$ cat src/rtl/wb_burst_pkg.sv
// Shared types and constants for the Wishbone burst master.
// Holds the state encoding, CTI codes and the per-beat CTI helper.
package wb_burst_pkg;

    typedef enum logic [1:0] {
        ST_IDLE,
        ST_WRITE,
        ST_READ,
        ST_FINISH
    } wbm_state_t;

    localparam logic [2:0] CTI_CLASSIC = 3'b000;
    localparam logic [2:0] CTI_INCR    = 3'b010;
    localparam logic [2:0] CTI_EOB     = 3'b111;

    // Single-beat commands use classic cycles; bursts end with EOB.
    function automatic logic [2:0] cti_for(
        input logic [7:0] beat,
        input logic [7:0] len
    );
        if (len == 8'd1)
            return CTI_CLASSIC;
        if (beat == len - 8'd1)
            return CTI_EOB;
        return CTI_INCR;
    endfunction

endpackage

$ cat src/rtl/wbm_ack_timeout.sv
// Per-beat ack watchdog for the burst master.
// expired fires in the cycle the count_en run would reach TIMEOUT.
module wbm_ack_timeout #(
    parameter int TIMEOUT = 255
) (
    input  logic clk,
    input  logic rst_n,
    input  logic clear,
    input  logic count_en,
    output logic expired
);

    localparam int CW = $clog2(TIMEOUT + 1);

    logic [CW-1:0] cnt;

    always_ff @(posedge clk or negedge rst_n) begin
        if (!rst_n)
            cnt <= '0;
        else if (clear)
            cnt <= '0;
        else if (count_en)
            cnt <= cnt + CW'(1);
    end

    assign expired = count_en && (cnt == CW'(TIMEOUT - 1));

endmodule

$ cat src/rtl/wb_burst_master.sv
// Wishbone B3 burst master feeding the SDRAM controller slave port.
// Turns command/write streams into classic or incrementing bursts.
module wb_burst_master
    import wb_burst_pkg::*;
#(
    parameter int DW        = 32,
    parameter int AW        = 26,
    parameter int MAX_BURST = 16,
    parameter int TIMEOUT   = 255,
    localparam int LEN_W    = $clog2(MAX_BURST + 1),
    localparam int SW       = DW / 8
) (
    input  logic             wb_clk_i,
    input  logic             wb_resetn,
    input  logic             sdr_init_done,

    input  logic             cmd_valid,
    output logic             cmd_ready,
    input  logic             cmd_we,
    input  logic [AW-1:0]    cmd_addr,
    input  logic [LEN_W-1:0] cmd_len,

    input  logic             wr_valid,
    output logic             wr_ready,
    input  logic [DW-1:0]    wr_data,
    input  logic [SW-1:0]    wr_sel,

    output logic             rd_valid,
    output logic [DW-1:0]    rd_data,
    output logic             rd_last,

    output logic             done,
    output logic             err,

    output logic             wb_cyc_o,
    output logic             wb_stb_o,
    output logic             wb_we_o,
    output logic [AW-1:0]    wb_addr_o,
    output logic [DW-1:0]    wb_dat_o,
    output logic [SW-1:0]    wb_sel_o,
    output logic [2:0]       wb_cti_o,
    input  logic             wb_ack_i,
    input  logic [DW-1:0]    wb_dat_i
);

    localparam logic [LEN_W-1:0] ONE = LEN_W'(1);

    wbm_state_t       state;
    logic [LEN_W-1:0] len;
    logic [LEN_W-1:0] beats_acked;
    logic [LEN_W-1:0] beats_loaded;
    logic             hold_full;

    logic             busy;
    logic             ack;
    logic             last_ack;
    logic             len_ok;
    logic             accept;
    logic             load_idle;
    logic             load_run;
    logic             load;
    logic             expired;
    logic [AW-1:0]    addr_next;

    assign busy      = (state == ST_WRITE) || (state == ST_READ);
    assign ack       = wb_ack_i && wb_stb_o;
    assign last_ack  = ack && (beats_acked == len - ONE);
    assign len_ok    = (cmd_len != '0) &&
                       (cmd_len <= LEN_W'(MAX_BURST));
    assign accept    = (state == ST_IDLE) && cmd_ready && cmd_valid;
    assign addr_next = wb_addr_o + AW'(SW);

    // The first write beat is taken together with the command so the
    // bus cycle can open on the very next clock.
    assign load_idle = accept && cmd_we && len_ok;
    assign load_run  = (state == ST_WRITE) &&
                       (!hold_full || wb_ack_i) &&
                       (beats_loaded < len);
    assign wr_ready  = load_idle || load_run;
    assign load      = wr_valid && wr_ready;

    wbm_ack_timeout #(
        .TIMEOUT (TIMEOUT)
    ) u_timeout (
        .clk      (wb_clk_i),
        .rst_n    (wb_resetn),
        .clear    (!busy || wb_ack_i),
        .count_en (busy && wb_stb_o && !wb_ack_i),
        .expired  (expired)
    );

    always_ff @(posedge wb_clk_i or negedge wb_resetn) begin
        if (!wb_resetn) begin
            state        <= ST_IDLE;
            len          <= '0;
            beats_acked  <= '0;
            beats_loaded <= '0;
            hold_full    <= 1'b0;
            cmd_ready    <= 1'b0;
            rd_valid     <= 1'b0;
            rd_data      <= '0;
            rd_last      <= 1'b0;
            done         <= 1'b0;
            err          <= 1'b0;
            wb_cyc_o     <= 1'b0;
            wb_stb_o     <= 1'b0;
            wb_we_o      <= 1'b0;
            wb_addr_o    <= '0;
            wb_dat_o     <= '0;
            wb_sel_o     <= '0;
            wb_cti_o     <= CTI_CLASSIC;
        end else begin
            done     <= 1'b0;
            err      <= 1'b0;
            rd_valid <= 1'b0;
            rd_last  <= 1'b0;

            unique case (state)
                ST_IDLE: begin
                    cmd_ready <= sdr_init_done;
                    if (accept) begin
                        cmd_ready <= 1'b0;
                        if (!len_ok) begin
                            state <= ST_FINISH;
                            done  <= 1'b1;
                            err   <= 1'b1;
                        end else begin
                            len          <= cmd_len;
                            wb_we_o      <= cmd_we;
                            wb_addr_o    <= cmd_addr;
                            beats_acked  <= '0;
                            beats_loaded <= '0;
                            if (cmd_we) begin
                                state <= ST_WRITE;
                                if (wr_valid) begin
                                    hold_full    <= 1'b1;
                                    wb_cyc_o     <= 1'b1;
                                    wb_stb_o     <= 1'b1;
                                    wb_dat_o     <= wr_data;
                                    wb_sel_o     <= wr_sel;
                                    wb_cti_o     <= cti_for(8'd0, 8'(cmd_len));
                                    beats_loaded <= ONE;
                                end
                            end else begin
                                state    <= ST_READ;
                                wb_cyc_o <= 1'b1;
                                wb_stb_o <= 1'b1;
                                wb_cti_o <= cti_for(8'd0, 8'(cmd_len));
                            end
                        end
                    end
                end

                ST_WRITE: begin
                    if (expired) begin
                        state     <= ST_FINISH;
                        wb_cyc_o  <= 1'b0;
                        wb_stb_o  <= 1'b0;
                        hold_full <= 1'b0;
                        done      <= 1'b1;
                        err       <= 1'b1;
                    end else begin
                        if (ack) begin
                            beats_acked <= beats_acked + ONE;
                            wb_addr_o   <= addr_next;
                        end
                        if (last_ack) begin
                            state     <= ST_FINISH;
                            wb_cyc_o  <= 1'b0;
                            wb_stb_o  <= 1'b0;
                            hold_full <= 1'b0;
                            done      <= 1'b1;
                        end else if (load) begin
                            hold_full    <= 1'b1;
                            wb_cyc_o     <= 1'b1;
                            wb_stb_o     <= 1'b1;
                            wb_dat_o     <= wr_data;
                            wb_sel_o     <= wr_sel;
                            wb_cti_o     <= cti_for(8'(beats_loaded), 8'(len));
                            beats_loaded <= beats_loaded + ONE;
                        end else if (ack) begin
                            // Producer starved: master wait state.
                            hold_full <= 1'b0;
                            wb_stb_o  <= 1'b0;
                        end
                    end
                end

                ST_READ: begin
                    if (expired) begin
                        state    <= ST_FINISH;
                        wb_cyc_o <= 1'b0;
                        wb_stb_o <= 1'b0;
                        done     <= 1'b1;
                        err      <= 1'b1;
                    end else if (ack) begin
                        beats_acked <= beats_acked + ONE;
                        wb_addr_o   <= addr_next;
                        rd_valid    <= 1'b1;
                        rd_data     <= wb_dat_i;
                        if (last_ack) begin
                            rd_last  <= 1'b1;
                            state    <= ST_FINISH;
                            wb_cyc_o <= 1'b0;
                            wb_stb_o <= 1'b0;
                            done     <= 1'b1;
                        end else begin
                            wb_cti_o <= cti_for(8'(beats_acked + ONE), 8'(len));
                        end
                    end
                end

                ST_FINISH: begin
                    state     <= ST_IDLE;
                    cmd_ready <= sdr_init_done;
                end

                default: state <= ST_IDLE;
            endcase
        end
    end

endmodule
$ cat config.mk
export PLATFORM = sky130hd
export DESIGN_NAME = wb_burst_master
export DESIGN_NICKNAME = d
export VERILOG_FILES = /design/src/rtl/wb_burst_pkg.sv /design/src/rtl/wbm_ack_timeout.sv /design/src/rtl/wb_burst_master.sv
export SDC_FILE = /design/constraint.sdc
export NUM_CORES = 1
export LEC_CHECK = 0
export CAP_MARGIN = 20
export CORE_MARGIN = 8
export CORE_UTILIZATION = 47
export CTS_CLUSTER_DIAMETER = 200
export DETAILED_ROUTE_END_ITERATION = 12
export GPL_TIMING_DRIVEN = 0
export PLACE_DENSITY = 0.78
export SYNTH_ARGS = -nofsm -noshare
export SYNTH_HDL_FRONTEND = slang
export SYNTH_SLANG_ARGS = --single-unit
export TNS_END_PERCENT = 20
$ cat constraint.sdc
create_clock -name wb_clk_i -period 3.3 [get_ports wb_clk_i]
set_input_delay 0.33 -clock wb_clk_i [delete_from_list [all_inputs] [get_ports wb_clk_i]]
set_output_delay 0.33 -clock wb_clk_i [all_outputs]
set_load 0.005 [all_outputs]
==> impl_metrics.env <==
export IMPL_clock_latency_ns=0.42
export IMPL_vias=5498
export IMPL_h_tree_depth=4
export IMPL_drc=0
export IMPL_final_seq_area_sq_um=3250
export IMPL_syn_area_per_cell_sq_um=11.0
export IMPL_irDropWorstVdd_v=0.000470
export IMPL_syn_inst=590
export IMPL_powerDensity_nw_per_um2=973
export IMPL_ioPinCount=212
export IMPL_postPlaceCellArea_sq_um=8830
export IMPL_max_cap_violations=0
export IMPL_whs_ns=0.473
export IMPL_nNetsFinal=945
export IMPL_synth_cell_area_sq_um=6470
export IMPL_r2r_cells=11
export IMPL_crit_end="wb_dat_o[29]"
export IMPL_finalSetupViolCount=0
export IMPL_fin_util_pct=69.8
export IMPL_drive_gt1_share_pct=11.3
export IMPL_critPathMaxFanout=10
export IMPL_start_util_pct=47.3
export IMPL_fillCellCount=997
export IMPL_syn_nets=713
export IMPL_synth_edf_count=0
export IMPL_yosysWarnings=0
export IMPL_fp_dieArea_sq_um=17800
export IMPL_drv_slew=0
export IMPL_clkSinkCount=130
export IMPL_end_kind="flop"
export IMPL_hold_class="in -> async"
export IMPL_hold_viol=0
export IMPL_num_rows=43
export IMPL_final_cells=1015
export IMPL_relSlewSlack_pct=51.0
export IMPL_synthFlopType="dfrtp_1"
export IMPL_tns_ns=0
export IMPL_synth_seq_cells=130
export IMPL_routed_via_density=5.42
export IMPL_grt_pass1_wl_microns=29500
export IMPL_worstPathArrival_ns=3.37
export IMPL_startpoint="state[0]"
export IMPL_max_freq_ghz=0.325
export IMPL_track_usage_pct=20.5
export IMPL_die_w_microns=133
export IMPL_fin_total_pwr_mw=9.28
export IMPL_hpwl_microns=13800
export IMPL_cts_root_buffer="clkbuf_16"
export IMPL_cts_max_path_buffers=2
export IMPL_syn_to_final_growth_pct=47.5
export IMPL_cts_tree="built"
export IMPL_antenna_cells=0
export IMPL_place_congestion=0.914
export IMPL_finalCriticalPeriod_ns=3.08
export IMPL_rsz0062_at_grt="no"
export IMPL_wl_microns=18300
export IMPL_antenna_found_initial=0
export IMPL_layout_setup_ws_ns=0.219
export IMPL_pre_cts_slack_ns=-0.112
export IMPL_die_h_microns=133
export IMPL_wl_per_cell_microns=18.1
export IMPL_finalCritPeriodShare_pct=93.4
export IMPL_firstDrtPassIters=5
export IMPL_skew_ns=0.00903
export IMPL_portBuffers=211
export IMPL_rrSetupSlack_ns=0.22
export IMPL_ys_types=58
export IMPL_fin_area_sq_um=9540
export IMPL_post_place_cells=982
export IMPL_crit_type="reg -> reg"
export IMPL_reg2reg_from="state[0]"
export IMPL_first_iter_violations=345
export IMPL_synthArstFlopShare_pct=100
export IMPL_synth_seq_area_share_pct=50.3
export IMPL_outcome="finished, final reports clean"
export IMPL_grt_max_degree=69
export IMPL_coreArea_sq_um=13700
export IMPL_post_cts_buffers=0
export IMPL_multi_input_area_sq_um=3010
export IMPL_critPathLaunchType="flop"
export IMPL_grt_pass1_vias=5744
export IMPL_required_ns=3.59
export IMPL_gr_total_overflow=0
export IMPL_clkSlewWorstSetupHoldPaths_ns=0.06
export IMPL_p_leak_nw=4.06
export IMPL_r2r_end="wb_dat_o[29]"
export IMPL_cts_buffers=17
export IMPL_worst_pin_slew_ns=0.730
export IMPL_ant_nets=0
cell usage after synthesis (11+ instances only):
library cell,n,area [sq um]
clkbuf_1,16,60.1
o22ai_1,22,138
nand4_1,13,81.3
ha_1,17,213
a21oi_1,32,160
inv_1,16,60.1
dfrtp_1,130,3250
mux2_1,29,327
o21ai_0,41,205
and3_1,12,75.1
nand2_1,48,180
xnor2_1,14,123
nor2_1,15,56.3
mux2_2,43,484
mux2i_1,11,110
nand3_1,28,140
worst min path at each step:
stage	start	end	slack [ns]	depth (start not counted)
after floorplan	wb_resetn	beats_acked[0]	0.03	0
after global placement	wb_addr_o[1]	wb_addr_o[1]	0.46	2
after detailed placement	wb_resetn	rd_data[4]	0.36	1
after CTS	wb_resetn	rd_data[4]	0.49	2
after global routing	wr_data[27]	wb_dat_o[27]	0.49	2
final	wb_resetn	rd_data[4]	0.47	2
flip-flops by register name, indices dropped and copies added, names as in the netlist, 2 cells and up:
| signal | cells |
|---|---|
| rd_data | 32 |
| u_timeout.cnt | 8 |
| len | 5 |
| wb_cti_o | 2 |
| wb_dat_o | 32 |
| wb_sel_o | 4 |
| wb_addr_o | 26 |
| beats_acked | 5 |
| beats_loaded | 5 |
| state | 2 |
where the power goes:
| group | total [mW] | internal, mW | switching [mW] |
|---|---|---|---|
| registers | 2.84 | 2.30 | 0.544 |
| clock network | 2.18 | 1.48 | 0.696 |
| logic | 4.26 | 2.30 | 1.96 |
layer usage:
layer | GRT usage [%] | vias to the layer above | part of all wire, %
li1 | - | 2607 | -
met1 | 23.6 | 2635 | 41
met2 | 35.2 | 238 | 49
met3 | 7.79 | 18 | 9.0
met4 | 4.74 | 0 | 0.75
met5 | 0 | - | 0
cells by family (layout without fill, tap and decap cells):
logic type | after synthesis | in the layout | share of synthesized area (%)
AO/OA/AOI/OAI | 128 | 128 | 12.2
XOR/XNOR | 24 | 24 | 3.46
adder cells (fa/ha/maj) | 17 | 17 | 3.29
buffers and inverters | 47 | 292 | 3.25
flip-flops | 130 | 130 | 50.3
multiplexers | 83 | 83 | 14.2
AND/OR/NAND/NOR | 161 | 161 | 13.2
layout by cell type, fill, tap and decap left out, types with 4 or more instances in the layout:
cell type / n
a21oi_1: 32
and3_1: 12
and4_1: 6
buf_1: 5
buf_6: 4
bufinv_16: 6
clkbuf_1: 16
clkbuf_16: 17
clkdlybuf4s50_1: 210
dfrtp_1: 130
ha_1: 17
inv_1: 16
mux2_1: 29
mux2_2: 43
mux2i_1: 10
nand2_1: 48
nand2b_1: 10
nand3_1: 28
nand4_1: 13
nor2_1: 15
nor2b_1: 5
nor3_1: 6
nor4_1: 4
o211ai_1: 4
o21ai_0: 41
o22ai_1: 22
xnor2_1: 14
xor2_1: 9
layout make-up:
class	count	share of cell area (%)
buffer	29	1.50
inverter	18	0.708
tap	180	2.36
clock inverter	12	2.36
timing repair buffer	213	22.5
multi-input combinational	413	31.5
clock buffer	20	4.89
sequential	130	34.1
worst max-delay path: stages (launching register included):
cell and delay, ns:
dfrtp_1 0.37, inv_1 0.11, ha_1 0.45, nand2b_1 0.08
buf_2 0.18, or3_1 0.35, clkbuf_1 0.21, o31ai_4 0.15
inv_2 0.10, o211ai_4 0.40, buf_6 0.22, mux2_1 0.35
what timing repair did:
| item | in CTS | in global routing |
|---|---|---|
| resized for setup | 0 | 1 |
| endpoints found under the hold margin | 62 | 0 |
| endpoints found under the setup margin | 0 | 1 |
| hold buffers | 1 | 0 |
No activity file was read; power rests on OpenSTA's default activity.
